[src/rtl/spi_slave_sync.sv]
// SPI slave oversampled in the core clock domain; decodes write/read frames
// (with auto-increment bursts) into one-cycle WR_REQ/RD_REQ pulses.
module spi_slave_sync #(
  parameter int AW          = 16,
  parameter int DW          = 16,
  parameter int DUMMY       = 4,
  parameter int CPOL        = 0,
  parameter int CPHA        = 0,
  parameter int SYNC_STAGES = 2
) (
  input  logic          CLK,
  input  logic          RSTN_async,
  input  logic          SCK,
  input  logic          CS_N,
  input  logic          MOSI,
  output logic          MISO,
  output logic          MISO_OE,
  output logic          WR_REQ,
  output logic          RD_REQ,
  output logic [AW-1:0] REQ_ADDR,
  output logic [DW-1:0] WR_DATA,
  input  logic [DW-1:0] RD_DATA,
  input  logic          RD_VALID,
  output logic          RD_ERR,
  output logic          FRAME_ERR,
  input  logic          ERR_CLR,
  output logic [2:0]    DBG_STATE
);

  localparam int   M1          = (AW > DW) ? AW : DW;
  localparam int   M2          = (M1 > DUMMY) ? M1 : DUMMY;
  localparam int   CW          = $clog2(M2 + 1);
  localparam logic ACTIVE_LVL  = (CPOL == 0);
  localparam logic SAMPLE_LEAD = (CPHA == 0);

  typedef enum logic [2:0] {
    S_IDLE   = 3'd0,
    S_CMD    = 3'd1,
    S_ADDR   = 3'd2,
    S_DUMMY  = 3'd3,
    S_DATA   = 3'd4,
    S_IGNORE = 3'd5
  } state_t;

  state_t                 r_state;
  logic [SYNC_STAGES-1:0] r_sck_sync, r_cs_sync, r_mosi_sync;
  logic                   r_sck_d, r_cs_d, r_samp, r_shft, r_mosi_s;
  logic [CW-1:0]          r_cnt;
  logic                   r_cmd0, r_is_read;
  logic [AW-1:0]          r_addr_sh, r_cur_addr;
  logic [DW-1:0]          r_data_sh, r_miso_sh, r_cap;
  logic                   r_cap_full, r_rd_pend;

  logic          w_sck, w_cs, w_mosi, w_edge, w_lead, w_sample, w_shift;
  logic [1:0]    w_cmd_next;
  logic [AW-1:0] w_addr_next;
  logic [DW-1:0] w_data_next;

  assign w_sck       = r_sck_sync[SYNC_STAGES-1];
  assign w_cs        = r_cs_sync[SYNC_STAGES-1];
  assign w_mosi      = r_mosi_sync[SYNC_STAGES-1];
  assign w_edge      = w_sck ^ r_sck_d;
  assign w_lead      = (w_sck == ACTIVE_LVL);
  assign w_sample    = w_edge && (w_lead == SAMPLE_LEAD);
  assign w_shift     = w_edge && (w_lead != SAMPLE_LEAD);
  assign w_cmd_next  = {r_cmd0, r_mosi_s};
  assign w_addr_next = AW'({r_addr_sh, r_mosi_s});
  assign w_data_next = DW'({r_data_sh, r_mosi_s});
  assign MISO        = r_miso_sh[DW-1];
  assign DBG_STATE   = r_state;

  always_ff @(posedge CLK or negedge RSTN_async) begin
    if (!RSTN_async) begin
      r_state     <= S_IDLE;
      r_sck_sync  <= '0;
      r_cs_sync   <= '0;
      r_mosi_sync <= '0;
      r_sck_d     <= 1'b0;
      r_cs_d      <= 1'b0;
      r_samp      <= 1'b0;
      r_shft      <= 1'b0;
      r_mosi_s    <= 1'b0;
      r_cnt       <= '0;
      r_cmd0      <= 1'b0;
      r_is_read   <= 1'b0;
      r_addr_sh   <= '0;
      r_cur_addr  <= '0;
      r_data_sh   <= '0;
      r_miso_sh   <= '0;
      r_cap       <= '0;
      r_cap_full  <= 1'b0;
      r_rd_pend   <= 1'b0;
      MISO_OE     <= 1'b0;
      WR_REQ      <= 1'b0;
      RD_REQ      <= 1'b0;
      REQ_ADDR    <= '0;
      WR_DATA     <= '0;
      RD_ERR      <= 1'b0;
      FRAME_ERR   <= 1'b0;
    end else begin
      r_sck_sync  <= {r_sck_sync[SYNC_STAGES-2:0], SCK};
      r_cs_sync   <= {r_cs_sync[SYNC_STAGES-2:0], CS_N};
      r_mosi_sync <= {r_mosi_sync[SYNC_STAGES-2:0], MOSI};
      r_sck_d     <= w_sck;
      r_cs_d      <= w_cs;
      r_samp      <= w_sample;
      r_shft      <= w_shift;
      r_mosi_s    <= w_mosi;
      WR_REQ      <= 1'b0;
      RD_REQ      <= 1'b0;
      // Later assignments to the error flags win, so a set beats ERR_CLR.
      if (ERR_CLR) begin
        RD_ERR    <= 1'b0;
        FRAME_ERR <= 1'b0;
      end
      if (RD_VALID && r_rd_pend) begin
        r_cap      <= RD_DATA;
        r_cap_full <= 1'b1;
        r_rd_pend  <= 1'b0;
      end
      if (r_state == S_IDLE) begin
        if (r_cs_d && !w_cs) begin
          r_state <= S_CMD;
          r_cnt   <= '0;
        end
      end else if (w_cs) begin
        if (!(r_state == S_DATA && r_cnt == '0)) FRAME_ERR <= 1'b1;
        r_state    <= S_IDLE;
        r_cnt      <= '0;
        MISO_OE    <= 1'b0;
        r_miso_sh  <= '0;
        r_cap_full <= 1'b0;
        r_rd_pend  <= 1'b0;
      end else if (r_samp) begin
        case (r_state)
          S_CMD: begin
            r_cmd0 <= r_mosi_s;
            r_cnt  <= r_cnt + 1'b1;
            if (r_cnt == CW'(1)) begin
              r_cnt <= '0;
              case (w_cmd_next)
                2'b10:   begin r_state <= S_ADDR; r_is_read <= 1'b0; end
                2'b01:   begin r_state <= S_ADDR; r_is_read <= 1'b1; end
                default: r_state <= S_IGNORE;
              endcase
            end
          end
          S_ADDR: begin
            r_addr_sh <= w_addr_next;
            r_cnt     <= r_cnt + 1'b1;
            if (r_cnt == CW'(AW - 1)) begin
              r_cnt      <= '0;
              r_cur_addr <= w_addr_next;
              if (r_is_read) begin
                RD_REQ     <= 1'b1;
                REQ_ADDR   <= w_addr_next;
                r_rd_pend  <= 1'b1;
                r_cap_full <= 1'b0;
                r_state    <= (DUMMY > 0) ? S_DUMMY : S_DATA;
              end else begin
                r_state <= S_DATA;
              end
            end
          end
          S_DUMMY: begin
            r_cnt <= r_cnt + 1'b1;
            if (r_cnt == CW'(DUMMY - 1)) begin
              r_cnt   <= '0;
              r_state <= S_DATA;
            end
          end
          S_DATA: begin
            r_data_sh <= w_data_next;
            r_cnt     <= r_cnt + 1'b1;
            if (r_cnt == CW'(DW - 1)) begin
              r_cnt      <= '0;
              r_cur_addr <= r_cur_addr + 1'b1;
              if (!r_is_read) begin
                WR_REQ   <= 1'b1;
                REQ_ADDR <= r_cur_addr;
                WR_DATA  <= w_data_next;
              end
            end
          end
          default: ;
        endcase
      end else if (r_shft && r_state == S_DATA && r_is_read) begin
        // Word boundary: present the captured word and prefetch the next one.
        if (r_cnt == '0) begin
          MISO_OE   <= 1'b1;
          RD_REQ    <= 1'b1;
          REQ_ADDR  <= REQ_ADDR + 1'b1;
          r_rd_pend <= 1'b1;
          if (r_cap_full) begin
            r_miso_sh  <= r_cap;
            r_cap_full <= 1'b0;
          end else begin
            r_miso_sh <= '0;
            RD_ERR    <= 1'b1;
          end
        end else begin
          r_miso_sh <= r_miso_sh << 1;
        end
      end
    end
  end

endmodule

[config.mk]
export PLATFORM = sky130hd
export DESIGN_NAME = spi_slave_sync
export DESIGN_NICKNAME = d
export VERILOG_FILES = /design/src/rtl/spi_slave_sync.sv
export SDC_FILE = /design/constraint.sdc
export NUM_CORES = 1
export LEC_CHECK = 0
export CORE_UTILIZATION = 45
export DETAILED_ROUTE_END_ITERATION = 12
export DONT_BUFFER_PORTS = 1
export PLACE_DENSITY_LB_ADDON = 0.2
export SETUP_SLACK_MARGIN = 0.4
export SLEW_MARGIN = 20
export SYNTH_ARGS = -nofsm -noshare
export SYNTH_HDL_FRONTEND = slang
export SYNTH_SLANG_ARGS = --single-unit
[constraint.sdc]
create_clock -name CLK -period 2.45 [get_ports CLK]
set_clock_uncertainty 0.15 [all_clocks]
set_input_delay 0.3675 -clock CLK [delete_from_list [all_inputs] [get_ports CLK]]
set_output_delay 0.3675 -clock CLK [all_outputs]
set_load 0.02 [all_outputs]
==> reports/qor.yml, run 1 <==
seq_power_share_pct: 34.5
rsz0062_at_grt: "true"
synth_top_area_share_pct: 50.9
wirelength_um: 17600
wl_met1_um: 7640
critPathKind: "flop to flop"
start_util_pct: 46.3
max_freq_mhz: 436
ant_nets: 0
max_stage_delay_ps: 420
grt_max_degree: 139
cts_tree: "done"
final_area_um2: 8820
hold_viol: 138
worst_pin_slew_ps: 1110
dpl.hpwl_um: 11000
syn_inst: 633
ys.flop_type: "dfrtp_1"
die_h_um: 125
yosys.area.top_type: "dfrtp_1"
powerDensity_nw_per_um2: 825
coreArea_um2: 14600
ys_ff_latch: 138
synth_mux_area_share_pct: 13.1
synth_top_family_by_area: "compound AO/OA/AOI/OAI gates"
dp_cells: 830
drive_above_1_share_pct: 38.2
crit_top_cell: "ha_2"
vias: 5332
timing.hold.ws_ps: -516
portBuffers: 0
overflow: 0
route.met2.wl_um: 8830
fin_crit_ps: 2300
async_flop_share_pct: 100
power_frac_comb_pct: 28.2
cap_viol_max_count: 0
crit_chain: "ha_2, and3_4, ha_2, nand2b_4, a211oi_4, a211oi_2, buf_4, buf_12, o221a_2"
synth_fa_ha_area_share_pct: 1.66
worst_r2r_startpoint: "r_cnt[0]$_DFFE_PN0P_"
synth_edf_count: 0
crit_buf_inv: 2
cts_buffer_depth: 2
grt_usage_pct: 23.0
yosys.area_share.simple_pct: 15.2
r2r-end: "REQ_ADDR[3]$_DFFE_PN0P_"
syn_avg_cell_area_um2: 10.7
drc: 8
clkTransAtPathRegs_ps: 60
antenna_found_initial: 0
top_layer: "met4"
nets: 745
synthXorXnorAreaFrac_pct: 0.129
status: "finished with violations"
die_w_um: 125
arrival_ps: 2460
synth_common_cells: "dfrtp_1, mux2_2, nand2_1"
antennaDiodeCount: 0
crit_family: "compound AO/OA/AOI/OAI gates"
r2r_cells: 9
dr_wl_met3_um: 710
clk_latency_ps: 430
drv_slew: 0
power_leakage_nw: 3.90
grt_pass1_vias: 5382
path_max_fanout: 5
required_ps: 2610
areaGrowthSynthToFinish_pct: 30.0
fin_crit_sh_pct: 93.7
cts_max_level: 4
pwr-share-clk_pct: 37.3
viasPerCell: 5.87
cp-end-kind: "flop"
synth_compound_area_share_pct: 15.7
max-vdd-ir-drop_mv: 0.495
place_area_um2: 7300
critPathSlowestCell: "dfrtp_1"
maxSlewHeadroom_pct: 26.2
numCtsBuffers: 17
rows: 44
yosysMostFrequentCell: "dfrtp_1"
clockRootBuffer: "clkbuf_16"
drtIter0Drc: 402
switching_share_pct: 31.3
switchingPower_mw: 2.28
failed_checks: "design-rule violations, negative hold slack"
boundaryPins: 64
setup_viol: 0
timing.reg2reg.setup_slack_ps: 150
hold_class: "primary input to async pin"
grt_pass1_wl_um: 28000
start_kind: "flop"
syn_area_um2: 6780
die_area_um2: 15600
ys_seq_area_share_pct: 50.9
cts_hold_repair.buffers: 21
clock-sinks: 138
n_fill_cell: 1210
ys_warn_count: 0
synth_area_leaders: "dfrtp_1, mux2_2, a21oi_1"
internal-power_mw: 5.00
dr.pass1.iters: 9
wl_per_cell_um: 19.3
ys_types: 65
synthesis.nets: 665
final_cell_count_no_fill: 909
place.gp.congestion: 0.878
metal layers:
| metal | track usage [%] | vias up |
|---|---|---|
| li1 | - | 2499 |
| met5 | 0 | - |
| met2 | 37.7 | 120 |
| met4 | 8.64 | 0 |
| met3 | 5.11 | 26 |
| met1 | 29.6 | 2687 |
layout make-up:
cell class	count	area [um2]	share of cell area [%]
clock buffers	20	457	5.18
flip-flops and latches	138	3460	39.2
repair buffers	95	871	9.88
multi-input cells	443	3560	40.4
inverters	18	67.6	0.766
well taps	184	230	2.61
clock inverters	11	170	1.93
repair_timing:
action                                  CTS  global route
resized for setup                        33            74
pin swaps                                14            44
cloned                                    0             1
endpoints found under the hold margin   160           138
endpoints found under the setup margin   59            90
setup buffers                            14            12
power groups by stage:
stage	clock network, mW	registers [mW]	logic [mW]
after detailed placement	0	2.55	1.41
final	2.71	2.51	2.05
after global placement	0	2.54	1.39
after global routing	2.86	2.53	2.19
after floorplan	0	2.55	0.966
after CTS	2.77	2.51	1.58
sequential cells by signal, indices dropped and copies added (netlist names), 2 cells and up:
| signal | flops |
|---|---|
| r_cur_addr | 16 |
| r_cs_sync | 2 |
| r_cnt | 5 |
| r_sck_sync | 2 |
| r_cap | 16 |
| r_mosi_sync | 2 |
| r_data_sh | 15 |
| WR_DATA | 16 |
| REQ_ADDR | 16 |
| r_addr_sh | 15 |
| r_miso_sh | 16 |
| DBG_STATE | 3 |
logic make-up (layout without fill, tap and decap cells):
logic type	count (synthesis)	in the layout
AOI/OAI and AO/OA	156	156
buffers and inverters	52	144
and+or+nand+nor	197	197
xor gates and xnor gates	1	1
muxes	80	80
adders and majority gates	9	9
DFF	138	138
how the worst max path moves through the flow:
stage / slack, ps / end / cells past startpoint / startpoint
CTS: 150 / REQ_ADDR[0]$_DFFE_PN0P_ / 8 / r_cnt[0]$_DFFE_PN0P_
finish: 150 / REQ_ADDR[3]$_DFFE_PN0P_ / 9 / r_cnt[0]$_DFFE_PN0P_
detailed placement: -40 / REQ_ADDR[13]$_DFFE_PN0P_ / 8 / r_cnt[0]$_DFFE_PN0P_
floorplan: 90 / REQ_ADDR[2]$_DFFE_PN0P_ / 9 / r_cnt[0]$_DFFE_PN0P_
global route: -0.3 / REQ_ADDR[10]$_DFFE_PN0P_ / 9 / r_cnt[0]$_DFFE_PN0P_
global placement: 60 / REQ_ADDR[13]$_DFFE_PN0P_ / 8 / r_cnt[0]$_DFFE_PN0P_
metrics by stage:
stage / util, % / power (mW) / setup TNS (ps) / setup slack [ps] / hold WS, ps
4_1_cts: 57.2 / 6.86 / 0 / 152 / -518
3_3_place_gp: 49.9 / 3.94 / 0 / 61.7 / -74.4
5_1_grt: 60.2 / 7.58 / -0.251 / -0.251 / -527
2_1_floorplan: - / 3.51 / 0 / 90.4 / -78.1
3_5_place_dp: 49.9 / 3.96 / -39.5 / -39.5 / -74.3
6_report: 60.2 / 7.27 / 0 / 154 / -516
cells in the final DEF (no fill, tap or decap), types with 13 or more instances in the layout:
master         netlist  routed
mux2_2              69      66
dlygate4sd3_1        0      21
nand3_2              1      13
a21oi_1             50      31
nand3_1             38      21
a22o_1              20      20
nand2_1             61      60
inv_1               17      16
dfrtp_1            138     132
o21ai_0             26      19
nor2_1              31      24
buf_4                2      60
clkbuf_16            0      18
a21oi_2              0      19
Note: power is estimated with default switching activity, not from simulation.
==> run 2: changes to the inputs <==
--- a/config.mk
+++ b/config.mk
@@ -5,7 +5,8 @@
 export SDC_FILE = /design/constraint.sdc
 export NUM_CORES = 1
 export LEC_CHECK = 0
-export CORE_UTILIZATION = 45
+export ABC_AREA = 0
+export CORE_UTILIZATION = 50
 export DETAILED_ROUTE_END_ITERATION = 12
 export DONT_BUFFER_PORTS = 1
 export PLACE_DENSITY_LB_ADDON = 0.2
==> constraint.sdc (replaced) <==
create_clock -name CLK -period 2.55 [get_ports CLK]
set_clock_uncertainty 0.15 [all_clocks]
set_input_delay 0.3825 -clock CLK [delete_from_list [all_inputs] [get_ports CLK]]
set_output_delay 0.3825 -clock CLK [all_outputs]
set_load 0.02 [all_outputs]
==> reports/qor.yml, run 2 (same netlist as run 1, synthesis figures left out) <==
status: "finished with violations"  # unchanged
coreArea_um2: 13200  # was 14600 um2
timing.reg2reg.setup_slack_ps: 140  # was 150 ps
drv_slew: 0  # unchanged
cts_buffer_depth: 2  # unchanged
viasPerCell: 6.13  # was 5.87
vias: 5469  # was 5332
required_ps: 2710  # was 2610 ps
place.gp.congestion: 0.932  # was 0.878
boundaryPins: 64  # unchanged
clockRootBuffer: "clkbuf_16"  # unchanged
drc: 0  # was 8
crit_family: "flip-flops"  # was compound AO/OA/AOI/OAI gates
die_area_um2: 14000  # was 15600 um2
utilization_pct: 64.8  # was 60.2%
areaGrowthSynthToFinish_pct: 26.6  # was 30.0%
drtIter0Drc: 473  # was 402
fin_crit_sh_pct: 94.5  # was 93.7%
ant_nets: 0  # unchanged
setup_viol: 0  # unchanged
die_w_um: 118  # was 125 um
final_common_cell: "dfrtp_1"  # unchanged
worst_pin_slew_ps: 680  # was 1110 ps
powerDensity_nw_per_um2: 783  # was 825 nW/um2
rows: 42  # was 44
cts_max_level: 4  # unchanged
arrival_ps: 2560  # was 2460 ps
nets: 735  # was 745
dr.pass1.iters: 5  # was 9
crit_chain: "and3_4, ha_4, nor4bb_4, o21ai_2, a211oi_4, buf_6, mux2_4"  # was ha_2, and3_4, ha_2, nand2b_4, a211oi_4, a211oi_2, buf_4, buf_12, o221a_2
overflow: 0  # unchanged
numCtsBuffers: 17  # unchanged
hold_class: "primary input to async pin"  # unchanged
wl_per_cell_um: 19.1  # was 19.3 um
place_area_um2: 7160  # was 7300 um2
failed_checks: "negative hold slack"  # was design-rule violations, negative hold slack
grt_max_degree: 139  # unchanged
die_h_um: 118  # was 125 um
antennaDiodeCount: 0  # unchanged
clk_latency_ps: 430  # about the same
critPathKind: "flop to flop"  # unchanged
max_stage_delay_ps: 520  # was 420 ps
timing.hold.ws_ps: -499  # was -516 ps
wirelength_um: 17000  # was 17600 um
fin_crit_ps: 2410  # was 2300 ps
worst_r2r_startpoint: "r_cnt[3]$_DFFE_PN0P_"  # was r_cnt[0]$_DFFE_PN0P_
final_cell_mix: "dfrtp_1, mux2_2, nand2_1, buf_4, a21oi_1"  # unchanged
cts_tree: "done"  # unchanged
portBuffers: 0  # unchanged
cp-end-kind: "flop"  # unchanged
report.power.total_mw: 6.72  # was 7.27 mW
r2r_cells: 7  # was 9
grt_pass1_vias: 5478  # was 5382
rsz0062_at_grt: "true"  # unchanged
final_area_um2: 8590  # was 8820 um2
hold_viol: 138  # unchanged
crit_buf_inv: 1  # was 2
grt_usage_pct: 25.3  # was 23.0%
clkTransAtPathRegs_ps: 60  # about the same
final.setup.tns_ps: 0  # unchanged
grt_pass1_wl_um: 27800  # was 28000 um
antenna_found_initial: 0  # unchanged
cap_viol_max_count: 0  # unchanged
path_max_fanout: 8  # was 5
cts_hold_repair.buffers: 21  # unchanged
maxSlewHeadroom_pct: 54.5  # was 26.2%
max_freq_mhz: 415  # was 436 MHz
max-vdd-ir-drop_mv: 0.755  # was 0.495 mV
dpl.hpwl_um: 10600  # was 11000 um
start_util_pct: 51.2  # was 46.3%
clock-sinks: 138  # unchanged
critPathSlowestCell: "dfrtp_1"  # unchanged
power_leakage_nw: 3.81  # was 3.90 nW
drive_above_1_share_pct: 34.2  # was 38.2%
r2r-end: "REQ_ADDR[0]$_DFFE_PN0P_"  # was REQ_ADDR[3]$_DFFE_PN0P_
start_kind: "flop"  # unchanged
run 2: cell types whose count changed in the layout (fill, tap and decap cells not counted), sizes merged:
cell,before,now
inv,17,20
buf,73,63
clkinv,5,7
clkbuf,21,18
bufinv,4,3
run 2: worst max-delay path by stage:
stage	startpoint	to	depth (start not counted)
floorplan	r_cnt[0]$_DFFE_PN0P_	REQ_ADDR[2]$_DFFE_PN0P_	9
global placement	r_cnt[0]$_DFFE_PN0P_	REQ_ADDR[1]$_DFFE_PN0P_	8
detailed placement	r_cnt[0]$_DFFE_PN0P_	REQ_ADDR[13]$_DFFE_PN0P_	8
CTS	r_cnt[1]$_DFFE_PN0P_	REQ_ADDR[9]$_DFFE_PN0P_	9
global route	r_cnt[1]$_DFFE_PN0P_	REQ_ADDR[0]$_DFFE_PN0P_	8
finish	r_cnt[3]$_DFFE_PN0P_	REQ_ADDR[0]$_DFFE_PN0P_	7
run 2: layer usage:
metal  global-route usage [%]  share of wire [%]
met1                     32.1                 43
met2                     40.8                 49
met3                     7.05                5.9
met4                     10.4                2.2
met5                        0                  0
run 2: final cells by class:
type                    instances  area [um2]
clock inverters                15         173
flip-flops and latches        138        3460
multi-input cells             443        3480
fillers                      1020        4660
repair buffers                 85         758
well taps                     176         220
clock buffers                  17         425
inverters                      18        67.6
run 2: power breakdown:
group          total [mW]  switching [mW]  internal (mW)
Clock                2.51           0.975           1.54
Sequential           2.45           0.159           2.29
Combinational        1.76            1.04          0.720
Total                6.72            2.17           4.55
run 2: timing repair:
item	in CTS	in global routing
setup endpoints to repair	53	60
endpoints found under the hold margin	160	138
pin swaps	10	26
buffers inserted	7	18
resized for setup	25	71
cloned	1	2
run 2: through the flow:
stage | hold slack [ps] | setup WS (ps) | instances
after CTS | -512 | 164 | 872
final | -499 | 141 | 892
after global placement | -59.5 | 152 | 811
after detailed placement | -59.1 | 94.3 | 811
after global routing | -518 | 71.7 | 892
after floorplan | -63.1 | 190 | 633
==> run 3: changes to the inputs <==
--- a/config.mk
+++ b/config.mk
@@ -6,9 +6,11 @@
 export NUM_CORES = 1
 export LEC_CHECK = 0
 export ABC_AREA = 0
+export CORE_MARGIN = 2
 export CORE_UTILIZATION = 50
 export DETAILED_ROUTE_END_ITERATION = 12
 export DONT_BUFFER_PORTS = 1
+export GPL_ROUTABILITY_DRIVEN = 0
 export PLACE_DENSITY_LB_ADDON = 0.2
 export SETUP_SLACK_MARGIN = 0.4
 export SLEW_MARGIN = 20
==> reports/qor.yml, run 3 (same netlist as run 1, synthesis figures left out) <==
status: "finished with violations"  # unchanged
failed_checks: "negative hold slack"  # unchanged
cts_buffer_depth: 2  # unchanged
path_max_fanout: 3  # was 8
wirelength_um: 16800  # was 17000 um
cts_max_level: 4  # unchanged
rsz0062_at_grt: "true"  # unchanged
portBuffers: 0  # unchanged
hold_class: "primary input to async pin"  # unchanged
fin_crit_ps: 2300  # was 2410 ps
drtIter0Drc: 499  # was 473
final.setup.tns_ps: 0  # unchanged
cp-end-kind: "flop"  # unchanged
start_kind: "flop"  # unchanged
maxSlewHeadroom_pct: 56.6  # was 54.5%
report.power.total_mw: 6.99  # was 6.72 mW
setup_slack_ps: 246  # was 141 ps
place_ws_ps: 70.4  # was 94.3 ps
wl_per_cell_um: 18.9  # was 19.1 um
power_leakage_nw: 3.82  # was 3.81 nW
grt_usage_pct: 23.8  # was 25.3%
antennaDiodeCount: 0  # unchanged
utilization_pct: 65.1  # was 64.8%
start_util_pct: 51.2  # unchanged
fin_crit_sh_pct: 90.4  # was 94.5%
max_freq_mhz: 434  # was 415 MHz
numCtsBuffers: 17  # unchanged
grt_max_degree: 139  # unchanged
die_area_um2: 14500  # was 14000 um2
clkTransAtPathRegs_ps: 60  # about the same
final_cell_mix: "dfrtp_1, mux2_2, nand2_1, buf_4, a21oi_1"  # unchanged
drv_slew: 0  # unchanged
clockRootBuffer: "clkbuf_16"  # unchanged
n_fill_cell: 1016  # was 1020
final_area_um2: 8610  # was 8590 um2
seq_area_um2: 3470  # was 3460 um2
dpl.hpwl_um: 10300  # was 10600 um
grt_pass1_vias: 5404  # was 5478
overflow: 0  # unchanged
drc: 0  # unchanged
ant_nets: 0  # unchanged
arrival_ps: 2460  # was 2560 ps
hold_viol: 138  # unchanged
cap_viol_max_count: 0  # unchanged
critPathKind: "flop to flop"  # unchanged
rows: 42  # unchanged
viasPerCell: 6.09  # was 6.13
coreArea_um2: 13200  # unchanged
dp_cells: 808  # was 811
multi_input_area_um2: 3450  # was 3480 um2
vias: 5411  # was 5469
clk_latency_ps: 430  # about the same
timing.hold.ws_ps: -503  # was -499 ps
final_cell_count_no_fill: 889  # was 892
die_h_um: 120  # was 118 um
final_common_cell: "dfrtp_1"  # unchanged
cts_tree: "done"  # unchanged
grt_pass1_wl_um: 27300  # was 27800 um
setup_viol: 0  # unchanged
max-vdd-ir-drop_mv: 0.538  # was 0.755 mV
place_area_um2: 7150  # was 7160 um2
areaGrowthSynthToFinish_pct: 27.0  # was 26.6%
required_ps: 2710  # about the same
antenna_found_initial: 0  # unchanged
boundaryPins: 64  # unchanged
drive_above_1_share_pct: 33.5  # was 34.2%
nets: 732  # was 735
powerDensity_nw_per_um2: 812  # was 783 nW/um2
worst_pin_slew_ps: 650  # was 680 ps
dr.pass1.iters: 5  # unchanged
clock-sinks: 138  # unchanged
die_w_um: 120  # was 118 um
cts_hold_repair.buffers: 21  # unchanged
-- run 3: layer usage --
| metal | vias to the layer above | global-route usage, % | wire (um) |
|---|---|---|---|
| met2 | 219 | 36.9 | 8170 |
| li1 | 2478 | - | - |
| met5 | - | 0 | 0 |
| met3 | 49 | 6.56 | 1130 |
| met4 | 0 | 11.0 | 510 |
| met1 | 2665 | 31.3 | 7030 |
-- run 3: layout make-up --
cell class                 instances  area share [%]
clock buffer                      21            5.46
sequential                       138            40.3
timing repair buffer              82            8.69
tap                              176            2.56
multi-input combinational        443            40.0
clock inverter                    11            2.21
inverter                          18           0.784
-- run 3: worst paths after layout --
kind | from | endpoint | slack, ps | depth (start not counted)
worst max-delay path | r_cnt[0]$_DFFE_PN0P_ | REQ_ADDR[15]$_DFFE_PN0P_ | 250 | 7
worst max register to register | r_cnt[0]$_DFFE_PN0P_ | REQ_ADDR[15]$_DFFE_PN0P_ | 250 | 7
max in group asynchronous | RSTN_async | r_cur_addr[4]$_DFFE_PN0P_ | 2470 | 0
worst min-delay path | RSTN_async | REQ_ADDR[9]$_DFFE_PN0P_ | -500 | 0
worst min register to register | r_sck_sync[0]$_DFF_PN0_ | r_sck_sync[1]$_DFF_PN0_ | 200 | 0
min in group CLK | RD_VALID | r_rd_pend$_DFF_PN0_ | 10 | 2
-- run 3: worst max-delay path, cell delays in order (launching register included) --
cell and delay (ps):
dfrtp_2 440, inv_2 80, ha_4 130, or4b_4 480
nor3_4 280, nand4_1 120, mux2_2 280, o221a_1 220
-- run 3: timing repair --
| action | 4_1_cts | 5_1_grt |
|---|---|---|
| buffers inserted | 15 | 11 |
| endpoints found under the hold margin | 160 | 138 |
| setup endpoints to repair | 40 | 55 |
| pin swaps | 12 | 19 |
| gates resized for setup | 33 | 53 |
| gates cloned | 1 | 1 |
-- run 3: report_power, final --
| group | internal, mW | switching [mW] |
|---|---|---|
| Sequential | 2.29 | 0.174 |
| Clock | 1.81 | 0.955 |
| Combinational | 0.751 | 1.01 |
